## src/rtl/cmd_deserializer.sv

```systemverilog
// SD card CMD-line response receiver: waits for the start bit under an NCR timeout,
// shifts in a 48- or 136-bit response and checks its CRC7 and end bit.
module cmd_deserializer #(
    parameter int SHORT_BITS      = 48,
    parameter int LONG_BITS       = 136,
    parameter int BITS_COUNTER    = 8,
    parameter int TIMEOUT         = 64,
    parameter int TIMEOUT_COUNTER = 7
) (
    input  logic                 clk,
    input  logic                 reset,
    input  logic                 enable,
    input  logic                 long_resp,
    input  logic                 in,
    output logic [LONG_BITS-1:0] out,
    output logic                 complete,
    output logic                 crc_ok,
    output logic                 end_ok,
    output logic                 timeout
);

    typedef enum logic [1:0] {IDLE, WAIT_START, RECEIVE, DONE} state_t;

    // The R2 header (start, transmission and reserved index bits) lies outside the CRC.
    localparam int LONG_HDR = LONG_BITS - 128;

    state_t                     state, state_n;
    logic                       long_q, long_n;
    logic [BITS_COUNTER-1:0]    bit_cnt, bit_cnt_n;
    logic [TIMEOUT_COUNTER-1:0] tmo_cnt, tmo_cnt_n;
    logic [6:0]                 crc, crc_n;
    logic [LONG_BITS-1:0]       out_n;
    logic                       complete_n, crc_ok_n, end_ok_n, timeout_n;
    logic [BITS_COUNTER-1:0]    last_cnt;
    logic                       crc_en;

    function automatic logic [6:0] crc7_step(input logic [6:0] c, input logic b);
        logic fb;
        fb = c[6] ^ b;
        return {c[5:0], 1'b0} ^ (fb ? 7'h09 : 7'h00);
    endfunction

    assign last_cnt = long_q ? BITS_COUNTER'(LONG_BITS - 1) : BITS_COUNTER'(SHORT_BITS - 1);
    assign crc_en   = (bit_cnt <= last_cnt - BITS_COUNTER'(8)) &&
                      (!long_q || bit_cnt >= BITS_COUNTER'(LONG_HDR));

    always_ff @(posedge clk or negedge reset) begin
        if (!reset) begin
            state    <= IDLE;
            long_q   <= 1'b0;
            bit_cnt  <= '0;
            tmo_cnt  <= '0;
            crc      <= '0;
            out      <= '0;
            complete <= 1'b0;
            crc_ok   <= 1'b0;
            end_ok   <= 1'b0;
            timeout  <= 1'b0;
        end else begin
            state    <= state_n;
            long_q   <= long_n;
            bit_cnt  <= bit_cnt_n;
            tmo_cnt  <= tmo_cnt_n;
            crc      <= crc_n;
            out      <= out_n;
            complete <= complete_n;
            crc_ok   <= crc_ok_n;
            end_ok   <= end_ok_n;
            timeout  <= timeout_n;
        end
    end

    always_comb begin
        state_n    = state;
        long_n     = long_q;
        bit_cnt_n  = bit_cnt;
        tmo_cnt_n  = tmo_cnt;
        crc_n      = crc;
        out_n      = out;
        complete_n = complete;
        crc_ok_n   = crc_ok;
        end_ok_n   = end_ok;
        timeout_n  = timeout;

        case (state)
            IDLE, DONE: begin
                if (enable) begin
                    state_n    = WAIT_START;
                    long_n     = long_resp;
                    bit_cnt_n  = '0;
                    tmo_cnt_n  = '0;
                    crc_n      = '0;
                    out_n      = '0;
                    complete_n = 1'b0;
                    crc_ok_n   = 1'b0;
                    end_ok_n   = 1'b0;
                    timeout_n  = 1'b0;
                end
            end
            // A start bit on the last allowed edge beats the timeout.
            WAIT_START: begin
                if (!in) begin
                    state_n   = RECEIVE;
                    out_n     = {out[LONG_BITS-2:0], in};
                    bit_cnt_n = BITS_COUNTER'(1);
                    crc_n     = long_q ? crc : crc7_step(crc, in);
                end else if (tmo_cnt == TIMEOUT_COUNTER'(TIMEOUT - 1)) begin
                    state_n    = DONE;
                    tmo_cnt_n  = TIMEOUT_COUNTER'(TIMEOUT);
                    timeout_n  = 1'b1;
                    complete_n = 1'b1;
                end else begin
                    tmo_cnt_n = tmo_cnt + TIMEOUT_COUNTER'(1);
                end
            end
            RECEIVE: begin
                out_n     = {out[LONG_BITS-2:0], in};
                bit_cnt_n = bit_cnt + BITS_COUNTER'(1);
                if (crc_en) begin
                    crc_n = crc7_step(crc, in);
                end
                // On the end-bit edge out[6:0] already holds received CRC bits 7..1.
                if (bit_cnt == last_cnt) begin
                    state_n    = DONE;
                    end_ok_n   = in;
                    crc_ok_n   = (out[6:0] == crc);
                    complete_n = 1'b1;
                end
            end
            default: state_n = IDLE;
        endcase
    end

endmodule

```

## config.mk

```make
export PLATFORM = sky130hd
export DESIGN_NAME = cmd_deserializer
export DESIGN_NICKNAME = d
export VERILOG_FILES = /design/src/rtl/cmd_deserializer.sv
export SDC_FILE = /design/constraint.sdc
export NUM_CORES = 1
export LEC_CHECK = 0
export ABC_AREA = 0
export CAP_MARGIN = 20
export CORE_ASPECT_RATIO = 1.4
export CORE_MARGIN = 3
export CORE_UTILIZATION = 50
export DETAILED_ROUTE_END_ITERATION = 6
export PLACE_DENSITY = 0.79
export SETUP_SLACK_MARGIN = 0.4
export SLEW_MARGIN = 30
export SYNTH_ARGS = -nofsm -noshare
export SYNTH_HDL_FRONTEND = slang
export SYNTH_SLANG_ARGS = --single-unit
```

## constraint.sdc

```tcl
create_clock -name clk -period 3.75 [get_ports clk]
set_input_delay 0.5625 -clock clk [delete_from_list [all_inputs] [get_ports clk]]
set_output_delay 0.5625 -clock clk [all_outputs]
set_load 0.1 [all_outputs]
```

After elaboration in Yosys (flattened, before gate mapping):

Cells that the tools add are included.

* input port bits: 5
* register bits after elaboration: 165
* logic and storage cells: 77
* output and inout port bits: 140

* add/subtract/negate cells: 3
* equal/unequal tests: 14
* multiplexer cells: 31
* bitwise gates (word level): 2
* reductions and logical operators: 15
* magnitude comparators: 2

Operator list (count)
* $pmux 136 s3: 1
* $mux 136: 2
* $mux 7: 6
* $mux 8: 3
* $pmux 8 s3: 1
* $pmux 7 s3: 1
* $ne 2x2->1 const B: 7
* $pmux 7 s2: 1
* $reduce_and 4->1: 3
* $reduce_and 3->1: 3
* $add 8x1->8 const B: 1
* $eq 8x8->1: 1
* $ge 8x4->1 const B: 1
* $le 8x8->1: 1
* $mux 2: 4
* $sub 8x4->8 const B: 1
* $add 7x1->7 const B: 1
* $eq 7x6->1 const B: 1
* $eq 7x7->1: 1
* $xor 7x4->7: 1
* $mux 1: 6
* $pmux 1 s2: 3
* $pmux 2 s3: 1
* $eq 2x2->1 const B: 2
* other kinds (12): 14

Depth between registers and ports, before layout:

* word-level depth: 6
* depth in mapped cells: 10
* gate-level depth less buffers: 7

Worst setup path after synthesis:

OpenSTA, ideal clock, no wires.

* path kind: register to register
* start point: reg state[0]
* end point: reg crc[1]
* required time: 3625 ps
* stages on the path, launching flop included: 9
* library setup time: 125 ps
* clock period less this slack: 1987 ps
* arrival time: 1861 ps
* path buffers: 1
* slack: 1763 ps
* cells stage by stage: dfrtp_1 > inv_1 > ha_1 > or4b_1 > nor3_2 > o21ai_1 > and3_1 > buf_6 > mux2_4

* longest elaborated chain between the ends: 4

RTL lines
* start: declaration: line 27 `state_t state, state_n;`
* start signal: assignment: line 60 `state <= state_n;`
* $eq 2x2->1 or $logic_not 2->1 (tied branches): line 85 `case (state)`
* $reduce_or 2->1: line 85
* $ne 2x2->1 (no source line)
* $reduce_and 4->1 (no source line)
* end signal: assignment: line 64 `crc <= crc_n;`
* end: declaration: line 31 `logic [6:0] crc, crc_n;`

Parallel ways exist; a longest one is shown, timed or not.
A chain may end at the register's enable or synchronous reset.

Final worst setup path:

Ends and elaborated chain as after synthesis.

==> impl_metrics.csv <==
group,metric,value,unit
finish,drive_above_1_share,7.339,%
synth,ys_warn_count,0,
clock_tree,cts_sinks,165,
global_routing,grt_max_degree,101,
routing,via_count,4792,
worst_setup_path,reg2reg_to,"crc[1]$_DFFE_PN0P_",
clock_tree,cts_buffers,17,
timing,finalCriticalPeriod,2.661,ns
worst_setup_path,critPathBufInv,2,
global_routing,grt.overflow.total,0,
worst_setup_path,cp_top_family,"simple AND/OR/NAND/NOR gates",
die,start_util,51.10,%
power,p_int,3.372,mW
die,rows,49,
clock_tree,cts_max_level,4,
synth,synth_compound_area_share,22.56,%
synth,synth-xor-area-share,1.464,%
timing,min_period_over_period,70.95,%
run,maxCapViolCount,0,
synth,synth_edf_count,0,
global_routing,grt_usage,21.02,%
routing,drc,0,
die,dieArea,0.01459,mm²
synth,synth_mux_area_share,2.149,%
synth,synth_simple_gate_area_share,6.428,%
routing,ant_nets,0,
worst_setup_path,worstSetupPathType,"flop to flop",
synth,synth_common_cells,"dfrtp_1, a22o_1, clkbuf_1",
routing,wire_per_inst,18.45,µm
synth,ys_types,42,
synth,synth_top_family_by_area,"compound AO/OA/AOI/OAI gates",
finish,num_antenna_cells,0,
clock_tree,cts_tree,"yes",
worst_setup_path,r2r_slack,1.09,ns
clock_tree,cts.clk_slew.worst_paths,0.07,ns
worst_setup_path,arrival,2.95,ns
global_routing,grt_pass1_vias,4703,
worst_setup_path,ff2ff_path_depth,7,
worst_setup_path,cp_slowest_cell,"ha_1",
synth,yosys.cell_count.top_type,"dfrtp_1",
power,power_switching,2.081,mW
power,power.density,623.4,mW/mm²
power,combinationalPowerShare,32.2,%
finish,final_cell_area,0.008747,mm²
placed_design,gp_congestion,0.7821,
timing,fin_skew,0.008842,ns
routing,viasPerCell,5.938,
synth,syn_inst,509,
power,swShare,38.17,%
worst_setup_path,slowest_delay,0.66,ns
clock_tree,cts_resized,0,
run_status,status,"finished clean",
finish,nFillCells,967,
die,die_y,141.7,µm
timing,tns,0,ns
die,die_w,102.9,µm
routing,routed_wl,14890,µm
placed_design,place_area,0.008148,mm²
timing,slew-limit-headroom,31.60,%
synth,synth_area_leaders,"dfrtp_1, a22o_1, ha_1, o21ai_0, clkbuf_1",
clock_tree,postCtsSetupRepairBufs,0,
timing,drv_slew,0,
global_routing,grt_pass1_wl,24410,µm
timing,fmax,375.9,MHz
clock_tree,insertion_delay,0.41,ns
clock_tree,holdBufCountCts,0,
timing,finalSetupViolCount,0,
power,power_frac_clock,31.8,%
global_routing,grt_antenna_before_repair,0,
worst_setup_path,endpoint_kind,"flop",
timing,hold_violations,0,
timing,grt_setup_unrepaired,"no",
power,pwr-share-seq,36.0,%
finish,finalNetCount,654,
synth,ys.flop_type,"dfrtp_1",
synth,synth_area,0.006579,mm²
worst_setup_path,cp_max_fo,20,
synth,syn_area_per_cell,12.92,µm²
hold_path,hp-class,"input pin to async pin",
synth,async_flop_share,100.0,%
routing,drtIter0Drc,249,
synth,yosysTopAreaCell,"dfrtp_1",
worst_setup_path,required,4.04,ns
routing,drtPass1Iterations,4,
clock_tree,cts_max_path_buffers,2,
synth,synth_top_area_share,62.76,%
worst_setup_path,rr_startpoint,"state[0]$_DFFE_PN0P_",
worst_setup_path,start_kind,"flop",
power,cellLeakagePower,3.988,nW
placed_design,dp.final_hpwl,9810,µm
synth,synthAdderAreaFrac,1.521,%
placed_design,port-buffer-count,144,
power,vdd_drop_max,0.6371,mV
die,core_area,0.01287,mm²
finish,area_delta_synth_final,32.96,%
synth,synth_seq_cells,165,
die,ioPinCount,145,
timing,worst_pin_slew,1.023,ns
synth,synth_fp_nets,522,
clock_tree,cts_root_buf,"clkbuf_16",
worst_setup_path,path_cells,"inv_1, ha_1, inv_1, nor2_1, nor2_1, and3_1, mux2_4",
synth,seq_area_frac_synth,62.76,%
flip-flops by register name (all words and copies together), names as in the netlist:
| name | cells |
|---|---|
| out | 136 |
| bit_cnt | 8 |
| crc | 7 |
| tmo_cnt | 7 |
| state | 2 |
| complete | 1 |
| crc_ok | 1 |
| end_ok | 1 |
| long_q | 1 |
| timeout | 1 |
metrics by stage:
step / total power, mW / instances / hold WS, ns / utilization [%] / setup WS [ns]
detailed placement: 3.750 / 775 / 0.4982 / 63.28 / 1.066
finish: 5.453 / 807 / 0.1283 / 67.94 / 1.089
floorplan: 3.382 / 509 / 0.2669 / - / 1.763
global route: 5.758 / 807 / 0.1488 / 67.94 / 0.8975
CTS: 5.496 / 807 / 0.1331 / 67.94 / 1.105
global placement: 3.692 / 775 / 0.4943 / 63.28 / 1.101
power groups by stage:
stage	clock, mW	sequential (mW)	combinational [mW]
after floorplan	0	2.12	1.26
after global placement	0	1.99	1.70
after detailed placement	0	2.00	1.75
after CTS	1.77	1.96	1.76
after global routing	1.86	1.98	1.92
final	1.74	1.96	1.75
kinds of logic (layout without fill, tap and decap cells):
group | after synthesis | count (layout)
simple gates | 82 | 82
buf+inv | 49 | 194
fa+ha+maj | 8 | 8
mux | 11 | 11
flops | 165 | 165
xor+xnor | 11 | 11
compound gates | 183 | 183
placed cells by master, fill, tap and decap left out, types with 2 or more instances in the layout:
cell,n
dfrtp_1,165
clkdlybuf4s50_1,143
a22o_1,140
nor2_1,20
o21ai_0,19
clkbuf_16,17
nand2_1,15
inv_1,12
xnor2_1,10
a21oi_1,8
nand3_1,8
ha_1,8
nor3_1,6
mux2_4,6
nand4_1,4
and3_1,4
nor2b_1,4
o31ai_1,4
mux2i_1,4
nand2b_1,3
and2_1,3
or3_1,3
a22oi_1,3
and2b_1,3
clkinvlp_4,3
inv_6,3
buf_4,3
buf_12,3
nor3_2,2
o21ai_1,2
nand3b_1,2
o311ai_0,2
clkinv_4,2
clkbuf_8,2
bufinv_16,2
layer usage:
layer  GRT usage [%]  share of wire (%)  routed length [µm]  vias to the layer above
met3           4.329                4.6                 686                        8
met4           5.662               0.84                 125                        0
li1                -                  -                   -                     2176
met2           34.02                 52                7706                      130
met5               0                  0                   0                        -
met1           28.86                 43                6372                     2478
worst max-delay path by stage:
stage	end	from	depth (start not counted)
after global placement	out[0]$_DFFE_PN0P_	enable	5
final	crc[1]$_DFFE_PN0P_	state[0]$_DFFE_PN0P_	7
after floorplan	crc[1]$_DFFE_PN0P_	state[0]$_DFFE_PN0P_	8
after CTS	crc[1]$_DFFE_PN0P_	state[0]$_DFFE_PN0P_	7
after detailed placement	out[0]$_DFFE_PN0P_	enable	5
after global routing	crc[4]$_DFFE_PN0P_	state[0]$_DFFE_PN0P_	7
area by class of cell:
class                      count  area, µm²  area share, %
clock buffer                  20      456.7          5.221
sequential                   165       4129          47.20
multi-input combinational    295       2257          25.80
clock inverter                12      142.6          1.631
inverter                      12      45.04         0.5149
tap                          153      191.4          2.189
timing repair buffer         150       1525          17.44
Note: power is estimated with default switching activity, not from simulation.
